<file path="src/rtl/mem_port_arbiter.sv">
// Arbitrates the single unified memory port between instruction fetch and data access.
// One transaction outstanding; data wins unless fetch has been starved for MAX_D_STREAK grants.
module mem_port_arbiter #(
  parameter int ADDR_W       = 64,
  parameter int DATA_W       = 64,
  parameter int MAX_D_STREAK = 2
) (
  input  logic                clk,
  input  logic                reset,
  input  logic                ifReq,
  input  logic [ADDR_W-1:0]   ifAddr,
  input  logic                ifKill,
  output logic                ifValid,
  output logic [31:0]         ifData,
  input  logic                dReq,
  input  logic                dWe,
  input  logic [ADDR_W-1:0]   dAddr,
  input  logic [DATA_W-1:0]   dWdata,
  input  logic [DATA_W/8-1:0] dMask,
  output logic                dValid,
  output logic [DATA_W-1:0]   dRdata,
  output logic                memReq,
  output logic                memWe,
  output logic [ADDR_W-1:0]   memAddr,
  output logic [DATA_W-1:0]   memWdata,
  output logic [DATA_W/8-1:0] memMask,
  input  logic                memReady,
  input  logic                memRvalid,
  input  logic [DATA_W-1:0]   memRdata,
  output logic                stallF,
  output logic                stallM
);

  // state | meaning
  // IDLE  | no transaction; grant a requester if any
  // ISSUE | memReq driven, waiting for memReady
  // WAIT  | request accepted, waiting for memRvalid
  typedef enum logic [1:0] {IDLE, ISSUE, WAIT} state_t;

  localparam int SW = $clog2(MAX_D_STREAK + 1);
  localparam logic [SW-1:0] STREAK_MAX = SW'(MAX_D_STREAK);

  state_t        state, stateNext;
  logic          ownerIf;
  logic          killed;
  logic [SW-1:0] streak;
  logic          grant;
  logic          grantIf;
  logic          respDone;

  always_comb begin
    grant    = (state == IDLE) && (dReq || ifReq);
    grantIf  = ifReq && (!dReq || (streak == STREAK_MAX));
    respDone = (state == WAIT) && memRvalid;
  end

  always_ff @(posedge clk) begin
    if (reset) state <= IDLE;
    else       state <= stateNext;
  end

  always_comb begin
    stateNext = state;
    case (state)
      IDLE:    if (grant)     stateNext = ISSUE;
      ISSUE:   if (memReady)  stateNext = WAIT;
      WAIT:    if (memRvalid) stateNext = IDLE;
      default:                stateNext = IDLE;
    endcase
  end

  // Request fields are captured at grant and held until the next grant.
  always_ff @(posedge clk) begin
    if (reset) begin
      ownerIf  <= 1'b0;
      memWe    <= 1'b0;
      memAddr  <= '0;
      memWdata <= '0;
      memMask  <= '0;
    end else if (grant) begin
      ownerIf  <= grantIf;
      memWe    <= grantIf ? 1'b0 : dWe;
      memAddr  <= grantIf ? ifAddr : dAddr;
      memWdata <= grantIf ? '0 : dWdata;
      memMask  <= grantIf ? '1 : dMask;
    end
  end

  always_ff @(posedge clk) begin
    if (reset || !ifReq) begin
      streak <= '0;
    end else if (grant) begin
      if (grantIf)                   streak <= '0;
      else if (streak != STREAK_MAX) streak <= streak + 1'b1;
    end
  end

  // A killed fetch still runs to completion on the bus; only its delivery is dropped.
  always_ff @(posedge clk) begin
    if (reset || respDone)                        killed <= 1'b0;
    else if (ifKill && ownerIf && state != IDLE)  killed <= 1'b1;
  end

  always_comb begin
    memReq  = (state == ISSUE);
    dValid  = respDone && !ownerIf;
    ifValid = respDone && ownerIf && !killed && !ifKill;
    dRdata  = memRdata;
    ifData  = ifAddr[2] ? memRdata[63:32] : memRdata[31:0];
    stallF  = ifReq && !ifValid;
    stallM  = dReq && !dValid;
  end

endmodule

</file>
<file path="config.mk">
export PLATFORM = sky130hd
export DESIGN_NAME = mem_port_arbiter
export DESIGN_NICKNAME = d
export VERILOG_FILES = /design/src/rtl/mem_port_arbiter.sv
export SDC_FILE = /design/constraint.sdc
export NUM_CORES = 1
export LEC_CHECK = 0
export ABC_CLOCK_PERIOD_IN_PS = 1800
export CAP_MARGIN = 20
export CORE_AREA = 3 3 198 200
export DETAILED_ROUTE_END_ITERATION = 10
export DIE_AREA = 0 0 201 203
export GPL_TIMING_DRIVEN = 0
export PLACE_DENSITY = 0.48
export RECOVER_POWER = 50
export SLEW_MARGIN = 20
export SYNTH_ARGS = -nofsm -noshare
export SYNTH_HDL_FRONTEND = slang
export SYNTH_SLANG_ARGS = --single-unit
</file>
<file path="constraint.sdc">
create_clock -name clk -period 1.8 [get_ports clk]
set_input_delay 0.45 -clock clk [delete_from_list [all_inputs] [get_ports clk]]
set_output_delay 0.45 -clock clk [all_outputs]
set_load 0.01 [all_outputs]
</file>
# After elaboration in Yosys (flattened, before gate mapping)
# Cells that the tools add are included.
# op_classes
n_addsub	1
eq_ne	7
muxes	11
reduce_logical	27
# op_table
operator	n
two-way mux 64 bit	2
two-way mux 32 bit	1
logical AND 1 bit	11
two-way mux 2 bit	5
two-way mux 8 bit	1
zero test 1 bit	7
!= test 2 bit (second input constant)	3
case mux 2 bit (3 select lines)	1
equality test 2 bit (second input constant)	2
logical OR 1 bit	4
nonzero test 2 bit	2
AND reduction 3 bit	1
adder 2 x 1 -> 2 bit (second input constant)	1
equality test 2 x 1 -> 1 bit (second input constant)	1
zero test 2 bit	1
!= test 2 x 1 -> 1 bit (second input constant)	1
AND reduction 2 bit	1
two-way mux 1 bit	1
# word_totals
register_bits	143
inputBits	272
out_inout_bits	238
elab_cells	54

# Depth between registers and ports, before layout
# Gate-level depths: netlist of the first run.
# logic_depth
depth_word	7
depth_mapped	7
mapped_depth_nobuf	5

# Least setup slack after synthesis of the first run
# OpenSTA, ideal clock, no wires.
# synth_path
kind	input-to-output
startpoint	input ifAddr[2]
endpoint	output ifData[0]
arrival_time_ps	1242
t_required_ps	1350
slack_ps	108
path_stages	3
path_buffers	2
path_cell_list	clkbuf_1 buf_2 mux2_2
# synth_between
elab_chain_len	1
# synth_lines
element	line_no	rtl
start: declaration	11	input logic [ADDR_W-1:0] ifAddr,
two-way mux 32 bit	109	ifData = ifAddr[2] ? memRdata[63:32] : memRdata[31:0];
end: declaration	14	output logic [31:0] ifData,
# Every way passes these cells.

# Worst setup path after layout of the first run
# layout_path
startpoint	register state[0]
endpoint	output stallM
# layout_between
elab_chain_len	5
# layout_lines
element	line_no	rtl
start: declaration	43	state_t state, stateNext;
start signal: assignment	59	else state <= stateNext;
equality test 2 bit	54	respDone = (state == WAIT) && memRvalid;
logical AND 1 bit	54	
logical AND 1 bit	106	dValid = respDone && !ownerIf;
zero test 1 bit	111	stallM = dReq && !dValid;
logical AND 1 bit	111	
end: declaration	31	output logic stallM
# Every way passes these cells.

==> metrics.md, run 1 <==
| Metric | Value |
|---|---|
| Worst Tran Pin Value | `0.767 ns` |
| Max-Cap Viols | `0` |
| Status | `finished with violations` |
| Main area contributors after synthesis | `dfxtp_1 (43%), a22o_1 (8.6%), buf_4 (8.3%)` |
| Routed vias/inst | `4.43` |
| Final min period | `~1.9 ns` |
| Crit-path max cell delay | `0.34 ns` |
| Initial core utilization | `17.7%` |
| Clock Sinks | `around 140` |
| Largest net degree at the start of global routing | `17` |
| Core area | `around 0.038 mm2` |
| Die width | `approximately 200 um` |
| First-pass GRT wire length | `57700 um` |
| Die Y | `approximately 200 um` |
| Worst EP required | `1.35 ns` |
| Max IR drop VDD | `0.417 mV` |
| Top cell family by delay on the critical path | `simple AND/OR/NAND/NOR gates` |
| Syn Inst Count | `slightly below 700` |
| Post-Synthesis Cell Area | `0.00664 mm2` |
| Congestion Overflow GR | `0` |
| CP max stage cell | `dfxtp_4` |
| Post-detail-place hpwl | `32800 um` |
| Layout area overhead | `94.4%` |
| Final Hold Violating Endpoints | `0` |
| Antenna violations before repair | `16` |
| Die area | `roughly 0.04 mm2` |
| R2r setup slk | `-0.12 ns` |
| Final WS setup | `-0.141 ns` |
| Worst Hold Class | `reg -> reg` |
| Worst path cell trace | `nand3b_1 > buf_4 > nor2_4 > nor2b_1 > buf_2` |
| WP buf/inv | `2` |
| Final setup violation count | `68` |
| Most frequent cell after synthesis | `dfxtp_1` |
| Gr usage total | `19.4%` |
| Final Non-Filler Cells | `approximately 1700` |
| Reg2reg end | `memAddr[58]` |
| Worst Skew | `between 0.009 and 0.01 ns` |
| Vias in the first global route | `between 8000 and 9000` |
| Yosys top cell by area | `dfxtp_1` |
| Worst-path clk slew | `roughly 0.060 ns` |
| Worst Setup Start Kind | `register` |
| Routed wire per std cell | `between 20 and 25 um` |
| CTS Buffer Depth | `2` |
| Number of synthesized register bits | `143` |
| Synth cell count leaders | `dfxtp_1 (143), buf_4 (73), a21oi_1 (68), nand3_1 (67)` |
| Crit path kind | `reg -> out` |
| Post-synth top flop | `dfxtp_1` |
| Ports | `a little over 500` |
| CTS tree | `yes` |
| Gp weighted congestion | `approximately 0.82` |
| Clk Latency, worst-skew pair | `0.44 ns` |
| Static Leak | `5.33 nW` |
| Pins over their slew limit | `0` |
| FMAX | `0.515 GHz` |
| Register area share after synthesis | `a little over two fifths` |
| Post-synth ARST share | `0%` |
| Post-synth EDFFs | `0` |
| FP Rows | `71` |
| # DRC | `0` |
| Vias | `7744` |
| CP endpoint kind | `output pin` |
| Overall routed net length | `a little over 40000 um` |
| Hold path start | `streak[1]` |
| RSZ-0062 raised after global routing | `yes` |
| Clk Tree Root Cell | `clkbuf_16` |
| Nets | `between 1000 and 1500` |
| CP arrival | `between 1 and 1.5 ns` |
| Hold Path End | `streak[1]` |
| Area share of the largest cell type after synthesis | `between 40% and 50%` |
| Yosys warnings | `0` |
| Power per Cell Area | `812 mW/mm2` |
| Violated checks | `setup timing` |
| Layout cell share with drive strength beyond 1 | `a little over a fifth` |
| Mapped Nets | `around 960` |
| Reg2reg start | `state[0]` |
| H-tree Lvls | `4` |
| Dpl cells | `around 1700` |
| Tot Pwr | `10.5 mW` |
| Worst reg2reg path depth | `6` |
| Synth cell types | `32` |
| Final core area utilization | `roughly a third` |
| Max_slew headroom | `approximately half` |
| Crit-path max FO | `2` |
| Pre-antenna DRT Iters | `5` |
| Num CTS Buffers | `17` |
| Antenna viol nets, final | `0` |
| Iteration-0 DRC Markers | `between 200 and 300` |
| Fin crit share | `108%` |
| I/O Buffers | `between 500 and 600` |
| Hold-fix buffers, CTS | `0` |
| Hold Path Stages | `2` |
| Avg Cell Area, Syn | `about 9.7 um2` |
registers in the layout, indices dropped and copies added (netlist names):
signal,cells
memAddr,64
memWdata,64
memMask,8
state,2
streak,2
killed,1
memWe,1
ownerIf,1
cell usage in the layout, fill, tap and decap left out, drive strengths merged:
master	Yosys	final
a21oi	69	69
a22o	65	65
a22oi	1	1
a311oi	64	64
a31oi	1	1
and2b	1	1
and4	1	1
buf	117	146
bufinv	0	4
clkbuf	25	67
clkdlybuf4s15	0	20
clkdlybuf4s25	0	40
clkdlybuf4s50	0	256
clkinv	0	2
clkinvlp	0	2
dfxtp	143	143
diode	0	6
dlygate4sd2	0	146
dlygate4sd3	0	2
dlymetal6s2s	0	2
ha	1	1
inv	3	3
mux2	32	32
nand2	6	6
nand2b	2	2
nand3	67	67
nand3b	1	1
nor2	8	8
nor2b	2	2
nor4b	1	1
o21ai	65	65
o221a	8	8
or2	2	2
or3	1	1
report_power, final:
part | internal, mW | leakage, nW | total, mW | switching, mW
clock | 2.50 | 0.312 | 4.00 | 1.49
sequential | 3.47 | 1.18 | 3.63 | 0.166
combinational | 1.51 | 3.84 | 2.84 | 1.33
routing by layer:
layer	up-vias	GRT usage, %	wire [um]	share of wire [%]
li1	3625	-	-	-
met1	3680	18.8	14100	34
met2	383	37.9	22500	55
met3	46	8.14	3720	9.0
met4	10	4.72	696	1.7
met5	-	0	62	0.15
how the worst max path moves through the flow:
stage	start	endpoint	slack (ns)	cells after the start
after floorplan	ifAddr[2]	ifData[0]	0.11	3
after global placement	memRvalid	ifValid	-0.78	4
after detailed placement	memRvalid	ifValid	-0.81	4
after CTS	state[0]	stallF	-0.24	4
after global routing	state[0]	stallM	-0.23	5
final	state[0]	stallM	-0.14	5
logic make-up (layout without fill, tap and decap cells):
group	Yosys count	count (layout)	share of synthesized area, %
AND/OR/NAND/NOR	92	92	7.39
adder cells (fa/ha/maj)	1	1	0.188
other	0	6	0
flip-flops	143	143	43.1
buffers and inverters	145	690	14.3
multiplexers	32	32	5.43
AO/OA/AOI/OAI	273	273	29.6
worst reg2reg max path: cells and delay by family, from the launching register on:
family,cells,cell delay [ns]
buffers and inverters,3,0.73
AO/OA/AOI/OAI,2,0.39
flip-flops,1,0.34
AND/OR/NAND/NOR,1,0.37
repair_timing:
item,in CTS,in global routing
gates resized for setup,373,98
endpoints found under the setup margin,214,117
pin swaps,3,6
gates cloned,0,1
setup buffers,6,1
per-stage QoR:
step | setup WS, ns | hold WS, ns | cell area, um2 | setup TNS, ns
global placement | -0.785 | 0.453 | 12300 | -89.46
floorplan | 0.108 | 0.434 | 6640 | 0
detailed placement | -0.807 | 0.451 | 12300 | -87.72
global route | -0.232 | 0.467 | 12900 | -15.60
finish | -0.141 | 0.457 | 12900 | -2.31
CTS | -0.237 | 0.460 | 12800 | -0.720
final cells by class:
type	instances	area, um2
repair buffers	514	4790
inverters	3	11.3
diodes	6	15.0
plain buffers	142	1060
fillers	4029	24700
well taps	511	639
flip-flops and latches	143	2870
clock buffers	23	498
clock inverters	8	153
multi-input cells	398	2860
No activity file was read; power rests on OpenSTA's default activity.
==> inputs of run 2 (changes only) <==
--- a/config.mk
+++ b/config.mk
@@ -7,11 +7,13 @@
 export LEC_CHECK = 0
 export ABC_CLOCK_PERIOD_IN_PS = 1800
 export CAP_MARGIN = 20
-export CORE_AREA = 3 3 198 200
+export CORE_AREA = 3 3 199 201
+export CTS_BUF_LIST = sky130_fd_sc_hd__clkbuf_4
 export DETAILED_ROUTE_END_ITERATION = 10
-export DIE_AREA = 0 0 201 203
+export DIE_AREA = 0 0 202 204
+export DONT_BUFFER_PORTS = 1
 export GPL_TIMING_DRIVEN = 0
-export PLACE_DENSITY = 0.48
+export PLACE_DENSITY = 0.3
 export RECOVER_POWER = 50
 export SLEW_MARGIN = 20
 export SYNTH_ARGS = -nofsm -noshare
==> run 2 against run 1 <==
The run still ends with setup timing left. Cell count shrank 18%. First-iteration DRC count rose by 22%. Combinational power shrank 38%. Fmax decreased by 6.0%. Non-clock buffer count fell by 306.
==> metrics.md, run 2 (same netlist as run 1, synthesis figures left out) <==
| Metric | Value |
|---|---|
| Status | `finished with violations` |
| Violated checks | `setup timing` |
| Vias | `6489 (-16%)` |
| Hold Path Stages | `2 (unchanged)` |
| Worst reg2reg path depth | `6 (unchanged)` |
| CP max stage cell | `nor4b_4` |
| Hold Path End | `memAddr[2]` |
| Most frequent cells in the layout | `dlygate4sd3_1 (200), dfxtp_1 (141), clkbuf_1 (85)` |
| Initial core utilization | `17.6% (-0.083 points)` |
| Core area | `0.0378 mm2 (+0.47%)` |
| Most common cell after layout, fill and taps aside | `dlygate4sd3_1` |
| I/O Buffers | `0 (-100%)` |
| Power per Cell Area | `810 mW/mm2 (-0.25%)` |
| Dpl cells | `1197 (-30%)` |
| Worst-path clk slew | `0.13 ns (+0.07 ns)` |
| Hold path start | `dAddr[2]` |
| Largest net degree at the start of global routing | `17 (unchanged)` |
| Layout area overhead | `42.6%` |
| Crit-path max cell delay | `0.37 ns (+0.03 ns)` |
| Crit path kind | `reg -> out` |
| Gp weighted congestion | `0.775 (-5.3%)` |
| Die width | `202 um (+0.50%)` |
| Static Leak | `3.35 nW (-37%)` |
| Routed vias/inst | `4.51 (+1.9%)` |
| Routed wire per std cell | `23.3 um (-1.1%)` |
| Worst slack at placement | `-0.312 ns (+0.494 ns)` |
| Reg2reg end | `memAddr[5]` |
| Worst Tran Pin Value | `0.874 ns (+0.106 ns)` |
| Tot Pwr | `7.67 mW (-27%)` |
| Final min period | `2.07 ns (+0.125 ns)` |
| Worst path cell trace | `nand3b_1 > nor4b_4 > nor2_2` |
| Biggest regs | `memAddr: 64 flops, memWdata: 64 flops, memMask: 8 flops` |
| Iteration-0 DRC Markers | `339 (+22%)` |
| FP Rows | `71 (unchanged)` |
| RSZ-0062 raised after global routing | `yes` |
| Reg2reg start | `state[0]` |
| Die area | `0.0412 mm2 (+0.99%)` |
| First-pass GRT wire length | `47200 um (-18%)` |
| Worst EP required | `1.35 ns (about the same)` |
| Pins over their slew limit | `0 (unchanged)` |
| CTS Buffer Depth | `2 (unchanged)` |
| Die Y | `204 um (+0.49%)` |
| Max-Cap Viols | `0 (unchanged)` |
| Clk Tree Root Cell | `clkbuf_4` |
| Fin crit share | `115% (+6.9 points)` |
| Ports | `510 (unchanged)` |
| CP arrival | `1.62 ns (+0.13 ns)` |
| Post-detail-place hpwl | `25600 um (-22%)` |
| Worst Skew | `0.0206 ns (+0.0115 ns)` |
| Vias in the first global route | `6929 (-14%)` |
| Fin Hold WS | `0.103 ns (-0.354 ns)` |
| H-tree Lvls | `4 (unchanged)` |
| Top cell family by delay on the critical path | `simple AND/OR/NAND/NOR gates` |
| Worst Setup Start Kind | `register` |
| CTS tree | `yes` |
| Clk Latency, worst-skew pair | `0.59 ns (+0.15 ns)` |
| Final Hold Violating Endpoints | `0 (unchanged)` |
| Congestion Overflow GR | `0 (unchanged)` |
| Clock Sinks | `143 (unchanged)` |
| Worst Hold Class | `in -> reg` |
| R2r setup slk | `-0.03 ns (+0.09 ns)` |
| Layout cell share with drive strength beyond 1 | `16.7% (-5.0 points)` |
| Antenna violations before repair | `2 (-14)` |
| Pre-antenna DRT Iters | `4 (-1)` |
| Final WS setup | `-0.266 ns (-0.125 ns)` |
| Gr usage total | `15.4% (-4.0 points)` |
| CP endpoint kind | `output pin` |
| Nets | `1186 (-21%)` |
| Overall routed net length | `33500 um (-19%)` |
| Final Non-Filler Cells | `1438 (-18%)` |
| FMAX | `0.484 GHz (-6.0%)` |
| Antenna viol nets, final | `0 (unchanged)` |
| # DRC | `0 (unchanged)` |
| Num CTS Buffers | `17 (unchanged)` |
| Crit-path max FO | `2 (unchanged)` |
| Final setup violation count | `39 (-43%)` |
| Max IR drop VDD | `0.342 mV (-18%)` |
| Max_slew headroom | `41.8% (-7.1 points)` |
| WP buf/inv | `0 (-2)` |
| Final core area utilization | `25.1% (-9.3 points)` |
run 2: metrics by stage:
stage	cell area, um2	setup TNS, ns
after global placement	7280	-12.20
after floorplan	6640	0
after detailed placement	7280	-13.10
after CTS	9620	-1.45
final	9470	-2.02
after global routing	9470	-11.05
run 2: area by class of cell:
class	count	area (um2)
Antenna cell	1	2.50
Buffer	142	768
Clock buffer	19	143
Clock inverter	13	114
Fill cell	4122	28300
Inverter	3	11.3
Multi-Input combinational cell	398	2860
Sequential cell	143	2870
Tap cell	511	639
Timing Repair Buffer	208	2060
run 2: routing by layer:
| metal | GRT usage (%) | vias up | routed length [um] |
|---|---|---|---|
| li1 | - | 3004 | - |
| met1 | 16.7 | 3129 | 12800 |
| met2 | 28.2 | 337 | 17500 |
| met3 | 5.35 | 17 | 2810 |
| met4 | 4.51 | 2 | 363 |
| met5 | 0 | - | 13 |
run 2: what timing repair did:
action	4_1_cts	5_1_grt
setup endpoints to repair	83	76
hold endpoints to repair	139	0
cloned	0	1
hold buffers	200	0
setup buffers	3	4
pin swaps	1	6
resized for setup	19	33
run 2: power by group:
group | switching (mW) | internal, mW
Sequential | 0.412 | 3.47
Combinational | 0.918 | 0.836
Clock | 1.32 | 0.717
run 2: worst register-to-register path, delay by kind of cell (launching register included):
kind / cells / cell delay [ns]
buffers and inverters: 3 / 0.79
flip-flops: 1 / 0.36
AO/OA/AOI/OAI: 2 / 0.34
AND/OR/NAND/NOR: 1 / 0.24
run 2: how the worst max path moves through the flow:
stage	startpoint	depth (start not counted)	end	slack [ns]
2_1_floorplan	ifAddr[2]	3	ifData[0]	0.11
3_3_place_gp	reset	4	memAddr[45]	-0.29
3_5_place_dp	reset	4	memAddr[48]	-0.31
4_1_cts	state[0]	3	stallF	-0.45
5_1_grt	state[0]	3	stallF	-0.43
6_report	state[0]	3	stallF	-0.27
==> inputs of run 3 (changes only) <==
==> constraint.sdc (replaced) <==
create_clock -name clk -period 1.8 [get_ports clk]
set_input_delay 0.36 -clock clk [delete_from_list [all_inputs] [get_ports clk]]
set_output_delay 0.36 -clock clk [all_outputs]
set_load 0.01 [all_outputs]
==> run 3 against run 2 <==
The flow still finishes with violations (setup timing). Register-to-register slack better by 0.04 ns. Sequential cell count stayed put. Sequential share of layout area shrank 0.11 points. Critical path type unchanged. Critical endpoint unchanged. Largest power group unchanged.
==> metrics.md, run 3 (same netlist as run 1, synthesis figures left out) <==
| Metric | Value |
|---|---|
| Status | `finished with violations` |
| Violated checks | `setup timing` |
| Pre-antenna DRT Iters | `4 (unchanged)` |
| Worst-path clk slew | `0.13 ns (about the same)` |
| Biggest regs | `memAddr: 64 flops, memWdata: 64 flops, memMask: 8 flops` |
| Final min period | `1.99 ns (-0.0737 ns)` |
| Antenna viol nets, final | `0 (unchanged)` |
| Iteration-0 DRC Markers | `338 (-0.29%)` |
| Power per Cell Area | `808 mW/mm2 (-0.14%)` |
| Vias in the first global route | `6947 (+0.26%)` |
| Layout cell share with drive strength beyond 1 | `16.7% (-0.054 points)` |
| Dpl cells | `1197 (unchanged)` |
| RSZ-0062 raised after global routing | `yes` |
| Gr usage total | `15.4% (unchanged)` |
| CTS Buffer Depth | `2 (unchanged)` |
| Routed wire per std cell | `23.3 um (about the same)` |
| Most frequent cells in the layout | `dlygate4sd3_1 (203), dfxtp_1 (141), clkbuf_1 (84)` |
| Core area | `0.0378 mm2 (unchanged)` |
| Multi-input logic area | `0.00287 mm2 (+0.17%)` |
| CP arrival | `1.63 ns (about the same)` |
| CP startpoint | `state[0]` |
| Final Non-Filler Cells | `1441 (+0.21%)` |
| Congestion Overflow GR | `0 (unchanged)` |
| Num CTS Buffers | `17 (unchanged)` |
| FP Rows | `71 (unchanged)` |
| Sequential cell area | `0.00287 mm2 (about the same)` |
| Reg2reg start | `state[0]` |
| # DRC | `0 (unchanged)` |
| Final WS setup | `-0.192 ns (+0.0737 ns)` |
| R2r setup slk | `0.01 ns (+0.04 ns)` |
| Final Hold Violating Endpoints | `0 (unchanged)` |
| Worst Skew | `0.0201 ns (-0.000471 ns)` |
| Nets | `1189 (+0.25%)` |
| Max_slew headroom | `42.0% (+0.26 points)` |
| Worst Tran Pin Value | `0.870 ns (-0.00383 ns)` |
| H-tree Lvls | `4 (unchanged)` |
| First-pass GRT wire length | `47200 um (about the same)` |
| Worst slack at placement | `-0.222 ns (+0.0900 ns)` |
| Max IR drop VDD | `0.341 mV (about the same)` |
| Static Leak | `3.37 nW (+0.52%)` |
| Worst EP required | `1.44 ns (+0.09 ns)` |
| I/O Buffers | `0 (unchanged)` |
| Crit-path max FO | `2 (unchanged)` |
| Clk Tree Root Cell | `clkbuf_4` |
| Fill cells | `4115 (-0.17%)` |
| Max-Cap Viols | `0 (unchanged)` |
| Post-detail-place hpwl | `25600 um (unchanged)` |
| Final setup violation count | `4 (-90%)` |
| Fin crit share | `111% (-4.1 points)` |
| Die area | `0.0412 mm2 (unchanged)` |
| Routed vias/inst | `4.52 (+0.24%)` |
| Overall routed net length | `33500 um (+0.13%)` |
| Worst Setup Start Kind | `register` |
| Initial core utilization | `17.6% (unchanged)` |
| Antenna violations before repair | `2 (unchanged)` |
| CTS tree | `yes` |
| Clk Latency, worst-skew pair | `0.59 ns (about the same)` |
| Gp weighted congestion | `0.775 (unchanged)` |
| Worst Hold Class | `in -> reg` |
| Clock Sinks | `143 (unchanged)` |
| CP endpoint | `stallF` |
| Die width | `202 um (unchanged)` |
| Ports | `510 (unchanged)` |
| Most common cell after layout, fill and taps aside | `dlygate4sd3_1` |
| Crit path kind | `reg -> out` |
| CP endpoint kind | `output pin` |
| Vias | `6518 (+0.45%)` |
| Worst reg2reg path depth | `6 (unchanged)` |
| Die Y | `204 um (unchanged)` |
| Layout area overhead | `43.3%` |
| FMAX | `0.502 GHz (+3.7%)` |
| Pins over their slew limit | `0 (unchanged)` |
| Largest net degree at the start of global routing | `17 (unchanged)` |
| Reg2reg end | `memAddr[5]` |
==> run 3: changes by cell type in the layout (fill, tap and decap cells not counted), sizes merged <==
cell,delta
dlygate4sd3,+3
clkbuf,-4
buf,+4
==> run 3: metrics by stage <==
| step | power (mW) | TNS (ns) | hold WS [ns] | cell area, um2 | utilization, % |
|---|---|---|---|---|---|
| after floorplan | 4.88 | 0 | 0.434 | 6640 | - |
| after global placement | 5.39 | -5.84 | 0.449 | 7280 | 19.3 |
| after detailed placement | 5.36 | -6.55 | 0.450 | 7280 | 19.3 |
| after CTS | 7.89 | -1.00 | 0.0350 | 9640 | 25.5 |
| after global routing | 8.14 | -4.28 | 0.0947 | 9510 | 25.2 |
| final | 7.69 | -0.436 | 0.133 | 9510 | 25.2 |
==> run 3: worst min path at each step <==
stage               depth (start not counted)  slack [ns]  startpoint        end
floorplan                                   2        0.43   streak[1]  streak[1]
global placement                            2        0.45   streak[0]  streak[0]
detailed placement                          2        0.45   streak[0]  streak[0]
CTS                                         3        0.04        dReq    ownerIf
global route                                3        0.09        dReq    ownerIf
finish                                      3        0.13        dReq    ownerIf
==> run 3: final cells by class <==
| cell class | count | share of cell area [%] |
|---|---|---|
| plain buffers | 142 | 8.12 |
| well taps | 511 | 6.72 |
| clock inverters | 13 | 1.20 |
| repair buffers | 211 | 22.0 |
| clock buffers | 19 | 1.50 |
| diodes | 1 | 0.0263 |
| multi-input cells | 398 | 30.2 |
| flip-flops and latches | 143 | 30.2 |
| inverters | 3 | 0.118 |
==> run 3: repair_timing <==
action | in CTS | in global routing
gates resized for setup | 17 | 36
buffers inserted | 3 | 4
hold buffers | 203 | 0
endpoints found under the hold margin | 140 | 0
pin swaps | 1 | 6
cloned | 0 | 1
setup endpoints to repair | 58 | 65
==> run 3: where the power goes <==
part	total, mW	leakage [nW]	switching, mW	internal [mW]
clock	2.04	0.136	1.32	0.717
sequential	3.88	1.18	0.414	3.47
combinational	1.77	2.05	0.923	0.848
==> run 3: layer usage <==
layer	share of wire, %	up-vias	wire length, um	global-route usage [%]
met1	38	3150	12900	16.7
met3	8.4	17	2800	5.34
met4	1.1	2	365	4.51
li1	-	3010	-	-
met2	52	339	17500	28.2
met5	0.039	-	13	0
==> run 3: worst max-delay path, cell delays in order, from the launching register on <==
cell	delay, ns
dfxtp_4	0.36
nand3b_1	0.23
nor4b_4	0.37
nor2_2	0.10
